## config.mk

```make
export PLATFORM = sky130hd
export DESIGN_NAME = mips_cpu_mem_arbiter
export DESIGN_NICKNAME = d
export VERILOG_FILES = /design/src/rtl/mips_cpu_mem_arbiter.sv
export SDC_FILE = /design/constraint.sdc
export NUM_CORES = 1
export LEC_CHECK = 0
export CAP_MARGIN = 10
export CORE_MARGIN = 3
export CORE_UTILIZATION = 35
export DETAILED_ROUTE_END_ITERATION = 8
export GPL_ROUTABILITY_DRIVEN = 0
export HOLD_SLACK_MARGIN = 0.05
export PLACE_DENSITY = 0.71
export SYNTH_ARGS = -nofsm -noshare
export SYNTH_HDL_FRONTEND = slang
export SYNTH_SLANG_ARGS = --single-unit
```

## constraint.sdc

```tcl
create_clock -name clk -period 4.5 [get_ports clk]
set_input_delay 0.45 -clock clk [delete_from_list [all_inputs] [get_ports clk]]
set_output_delay 0.45 -clock clk [all_outputs]
set_load 0.03 [all_outputs]
```

## src/rtl/mips_cpu_mem_arbiter.sv

```systemverilog
// Arbitrates the instruction-fetch and data ports of a MIPS core onto one
// memory port with waitrequest stalls; data wins unless fetch has lost three times in a row.
module mips_cpu_mem_arbiter (
  input  logic        clk,
  input  logic        reset,
  input  logic        clk_enable,
  input  logic        if_read,
  input  logic [31:0] if_address,
  output logic [31:0] if_readdata,
  output logic        if_valid,
  input  logic        data_read,
  input  logic        data_write,
  input  logic [31:0] data_address,
  input  logic [31:0] data_writedata,
  input  logic [3:0]  data_byteenable,
  output logic [31:0] data_readdata,
  output logic        data_valid,
  output logic        data_error,
  output logic [31:0] mem_address,
  output logic        mem_read,
  output logic        mem_write,
  output logic [31:0] mem_writedata,
  output logic [3:0]  mem_byteenable,
  input  logic [31:0] mem_readdata,
  input  logic        mem_waitrequest,
  output logic        busy,
  output logic [1:0]  dbg_state
);

  // Handshake: a requester holds its request level until it sees its
  // one-cycle *_valid pulse; the memory completes the access in the first
  // cycle mem_read/mem_write is high with mem_waitrequest low, and the
  // command stays frozen while waitrequest is high.
  typedef enum logic [1:0] {
    ST_IDLE      = 2'd0,
    ST_IF_ACCESS = 2'd1,
    ST_D_ACCESS  = 2'd2,
    ST_RESP      = 2'd3
  } state_t;

  state_t      state_q;
  logic [1:0]  starve_cnt_q;
  logic [1:0]  starve_cnt_d;
  logic [31:0] if_readdata_q;
  logic        if_valid_q;
  logic [31:0] data_readdata_q;
  logic        data_valid_q;
  logic        data_error_q;
  logic [31:0] mem_address_q;
  logic        mem_read_q;
  logic        mem_write_q;
  logic [31:0] mem_writedata_q;
  logic [3:0]  mem_byteenable_q;
  logic        busy_q;

  logic data_req;
  logic proto_err;
  logic fetch_wins;
  logic grant_fetch;
  logic grant_data;
  logic addr_lsb_unused;

  // Byte lanes travel on the byteenables; word addresses drop bits [1:0].
  assign addr_lsb_unused = ^{if_address[1:0], data_address[1:0]};

  always_comb begin
    data_req     = data_read | data_write;
    proto_err    = data_read & data_write;
    fetch_wins   = if_read & (~data_req | (starve_cnt_q == 2'd3));
    grant_fetch  = ~proto_err & fetch_wins;
    grant_data   = ~proto_err & data_req & ~fetch_wins;
    starve_cnt_d = starve_cnt_q;
    if (!if_read || grant_fetch) begin
      starve_cnt_d = 2'd0;
    end else if (grant_data && starve_cnt_q != 2'd3) begin
      starve_cnt_d = starve_cnt_q + 2'd1;
    end
  end

  always_ff @(posedge clk or posedge reset) begin
    if (reset) begin
      state_q          <= ST_IDLE;
      starve_cnt_q     <= 2'd0;
      if_readdata_q    <= 32'h0;
      if_valid_q       <= 1'b0;
      data_readdata_q  <= 32'h0;
      data_valid_q     <= 1'b0;
      data_error_q     <= 1'b0;
      mem_address_q    <= 32'h0;
      mem_read_q       <= 1'b0;
      mem_write_q      <= 1'b0;
      mem_writedata_q  <= 32'h0;
      mem_byteenable_q <= 4'b0000;
      busy_q           <= 1'b0;
    end else if (clk_enable) begin
      data_error_q <= 1'b0;
      case (state_q)
        ST_IDLE: begin
          starve_cnt_q <= starve_cnt_d;
          if (proto_err) begin
            data_error_q <= 1'b1;
          end else if (grant_fetch) begin
            mem_address_q    <= {if_address[31:2], 2'b00};
            mem_read_q       <= 1'b1;
            mem_write_q      <= 1'b0;
            mem_byteenable_q <= 4'b1111;
            busy_q           <= 1'b1;
            state_q          <= ST_IF_ACCESS;
          end else if (grant_data) begin
            mem_address_q    <= {data_address[31:2], 2'b00};
            mem_read_q       <= data_read;
            mem_write_q      <= data_write;
            mem_byteenable_q <= data_byteenable;
            if (data_write) begin
              mem_writedata_q <= data_writedata;
            end
            busy_q  <= 1'b1;
            state_q <= ST_D_ACCESS;
          end
        end
        ST_IF_ACCESS: begin
          if (!mem_waitrequest) begin
            if_readdata_q <= mem_readdata;
            mem_read_q    <= 1'b0;
            if_valid_q    <= 1'b1;
            state_q       <= ST_RESP;
          end
        end
        ST_D_ACCESS: begin
          if (!mem_waitrequest) begin
            // Writes leave the last read word visible to the core.
            if (mem_read_q) begin
              data_readdata_q <= mem_readdata;
            end
            mem_read_q   <= 1'b0;
            mem_write_q  <= 1'b0;
            data_valid_q <= 1'b1;
            state_q      <= ST_RESP;
          end
        end
        ST_RESP: begin
          if_valid_q   <= 1'b0;
          data_valid_q <= 1'b0;
          busy_q       <= 1'b0;
          state_q      <= ST_IDLE;
        end
        default: begin
          state_q <= ST_IDLE;
        end
      endcase
    end
  end

  assign if_readdata    = if_readdata_q;
  assign if_valid       = if_valid_q;
  assign data_readdata  = data_readdata_q;
  assign data_valid     = data_valid_q;
  assign data_error     = data_error_q;
  assign mem_address    = mem_address_q;
  assign mem_read       = mem_read_q;
  assign mem_write      = mem_write_q;
  assign mem_writedata  = mem_writedata_q;
  assign mem_byteenable = mem_byteenable_q;
  assign busy           = busy_q;
  assign dbg_state      = state_q;

endmodule

```

==> results.cfg <==
[final_layout]
final_nets = 818
layout_commonest_cell = clkdlybuf4s50_1
n_antenna_cell = 0
multi_input_area_sq_um = 2130
area_growth_syn_to_layout_pct = 59.6
fillCellCount = 1287
drive_gt1_frac = 0.204
final_area_sq_um = 9270
most-common-layout-cells = 272 x clkdlybuf4s50_1, 140 x dfrtp_1, 68 x mux2_2
stdcell_count = 899
seq_area_sq_um = 3500

[power]
vdd_drop_max_uv = 321
power.leakage_nw = 4.07
p_per_area_nw_per_um2 = 738

[clock_network]
cts.htree.levels = 4
cts_hold_buffers = 0
clockRootBuffer = clkbuf_16
post_cts_buffers = 0
cts_buffers = 17
clk_pin_slew_worst_paths_ns = 0.06
clk_path_buf_depth = 2
worstSkewPairLatency_ns = 0.41
ctsResizeCount = 0
cts_tree = done
clock-sinks = 140

[sta]
slew_violations = 0
worstMarginPinSlew_ns = 1.17
finalHoldViolCount = 0
relSlewSlack = 0.218
max_freq_mhz = 348
finalCritPeriodShare = 0.638
setup_ws_ns = 1.63
setup_viol = 0
finClkSkew_ns = 0.0100
fin_crit_ns = 2.87
grt_setup_unrepaired = false
setup-tns-final_ns = 0

[placed_design]
dp_cells = 868
hpwl_mm = 11.6
place_ws_ns = 1.20
dpl_cell_area_sq_um = 8710
portBuffers = 272

[grt]
globalRouteTotalUtil = 0.178
grt_pass1_wl_mm = 25.2
antenna_found_initial = 0
grt_pass1_vias = 4753
grt_max_degree = 65
grt_overflow = 0

[run_status]
status = complete, no violations

[die]
dieWidth_microns = 135
dieHeight_microns = 135
dieArea_sq_um = 18200
core_sq_um = 16100
rows = 46
pin_count = 279
initial_core_util = 0.362

[setup_path]
worstPathRequired_ns = 4.80
rrSetupSlack_ns = 1.86
rr_startpoint = dbg_state[0]$_DFFE_PP0P_
r2r_end = mem_writedata[2]$_DFFE_PP0P_
path_class = primary input to flip-flop
endpoint_kind = flip-flop
cp-start-kind = primary input
cp_max_fo = 32
ff2ff_path_depth = 5
startpoint = data_read
cp_data_arrival_time_ns = 3.17
critPathCapture = mem_writedata[2]$_DFFE_PP0P_

[synth]
seq_area_frac_synth = 0.603
synth_ff_type = dfrtp_1
synth_edf_count = 0
synthDistinctLibCells = 37
yosys_register_bits = 140
synthCells = 400
synth-async-reset-ratio = 1.00
post_synth_instance_area_sq_um = 5810
syn_area_per_cell_sq_um = 14.5
yosys_warnings = 0

[route]
route.vias.total = 4308
viasPerCell = 4.79
route.detailed.drc = 0
drtPass1Iterations = 4
wl_per_cell_microns = 17.5
drt_iter0_drc = 150
ant_nets = 0
routed_wl_mm = 15.8

[job]
drv_cap = 0

[worst_hold_path]
hold_class = primary input to asynchronous set/reset pin
cells in the mapped netlist, drive strengths merged, types with 4 or more instances:
cell type,count,area share
mux2,98,0.21
a2bb2oi,30,0.045
o22ai,30,0.032
nor2,6,0.0039
clkbuf,10,0.0065
nand2,13,0.0084
ha,8,0.017
o21ai,8,0.0069
dfrtp,140,0.60
inv,7,0.0045
buf,17,0.020
o22a,4,0.0060
through the flow:
stage / hold WS [ns] / util / power [mW]
global placement: 0.471 / 0.542 / 5.47
global route: 0.516 / 0.578 / 7.18
floorplan: 0.458 / - / 4.05
finish: 0.468 / 0.578 / 6.84
detailed placement: 0.492 / 0.542 / 5.54
CTS: 0.505 / 0.578 / 6.93
worst min path at each step:
| stage | startpoint | endpoint | slack, ns | depth (start not counted) |
|---|---|---|---|---|
| detailed placement | data_readdata[10]$_DFFE_PP0P_ | data_readdata[10]$_DFFE_PP0P_ | 0.49 | 1 |
| global route | data_readdata[20]$_DFFE_PP0P_ | data_readdata[20]$_DFFE_PP0P_ | 0.52 | 1 |
| CTS | reset | mem_writedata[6]$_DFFE_PP0P_ | 0.51 | 2 |
| floorplan | starve_cnt_q[0]$_DFFE_PP0P_ | starve_cnt_q[0]$_DFFE_PP0P_ | 0.46 | 1 |
| finish | reset | mem_writedata[3]$_DFFE_PP0P_ | 0.47 | 2 |
| global placement | starve_cnt_q[0]$_DFFE_PP0P_ | starve_cnt_q[0]$_DFFE_PP0P_ | 0.47 | 1 |
critical path, stage by stage:
cell and delay, ns:
clkdlybuf4s50_1 0.54, inv_1 0.06, ha_1 0.23, o21ai_1 0.24, nand2b_4 0.25, or3_2 0.92, mux2_4 0.45
flip-flops by register name, summed over array words and instances (netlist names):
signal          cells
if_readdata        32
mem_writedata      32
busy                1
data_readdata      32
starve_cnt_q        2
data_valid          1
mem_byteenable      4
mem_read            1
mem_address        30
dbg_state           2
if_valid            1
mem_write           1
data_error          1
routing by layer:
metal / routed length [microns] / vias to the layer above / part of all wire / global-route usage
met2: 8140 / 158 / 0.52 / 0.305
met4: 339 / 0 / 0.022 / 0.0741
met3: 1150 / 20 / 0.073 / 0.0548
met1: 6120 / 2118 / 0.39 / 0.207
li1: - / 2012 / - / -
met5: 0 / - / 0 / 0
report_power, final:
part,switching (mW),internal [mW]
clock,0.512,0.828
sequential,0.319,1.82
combinational,1.78,1.59
logic make-up (layout without fill, tap and decap cells):
family,count (synthesis),count (layout),share of synthesized area
compound gates,79,79,0.0997
fa+ha+maj,8,8,0.0172
buf+inv,34,316,0.0310
flops,140,140,0.603
mux,100,100,0.213
other cells,1,2,0.000646
simple gates,38,38,0.0355
cell type report:
cell class              instances  area share
clock buffers                  21      0.0486
flip-flops and latches        140       0.378
well taps                     216      0.0291
inverters                       7     0.00337
multi-input cells             227       0.230
repair buffers                278       0.298
clock inverters                10      0.0125
No activity file was read; power rests on OpenSTA's default activity.
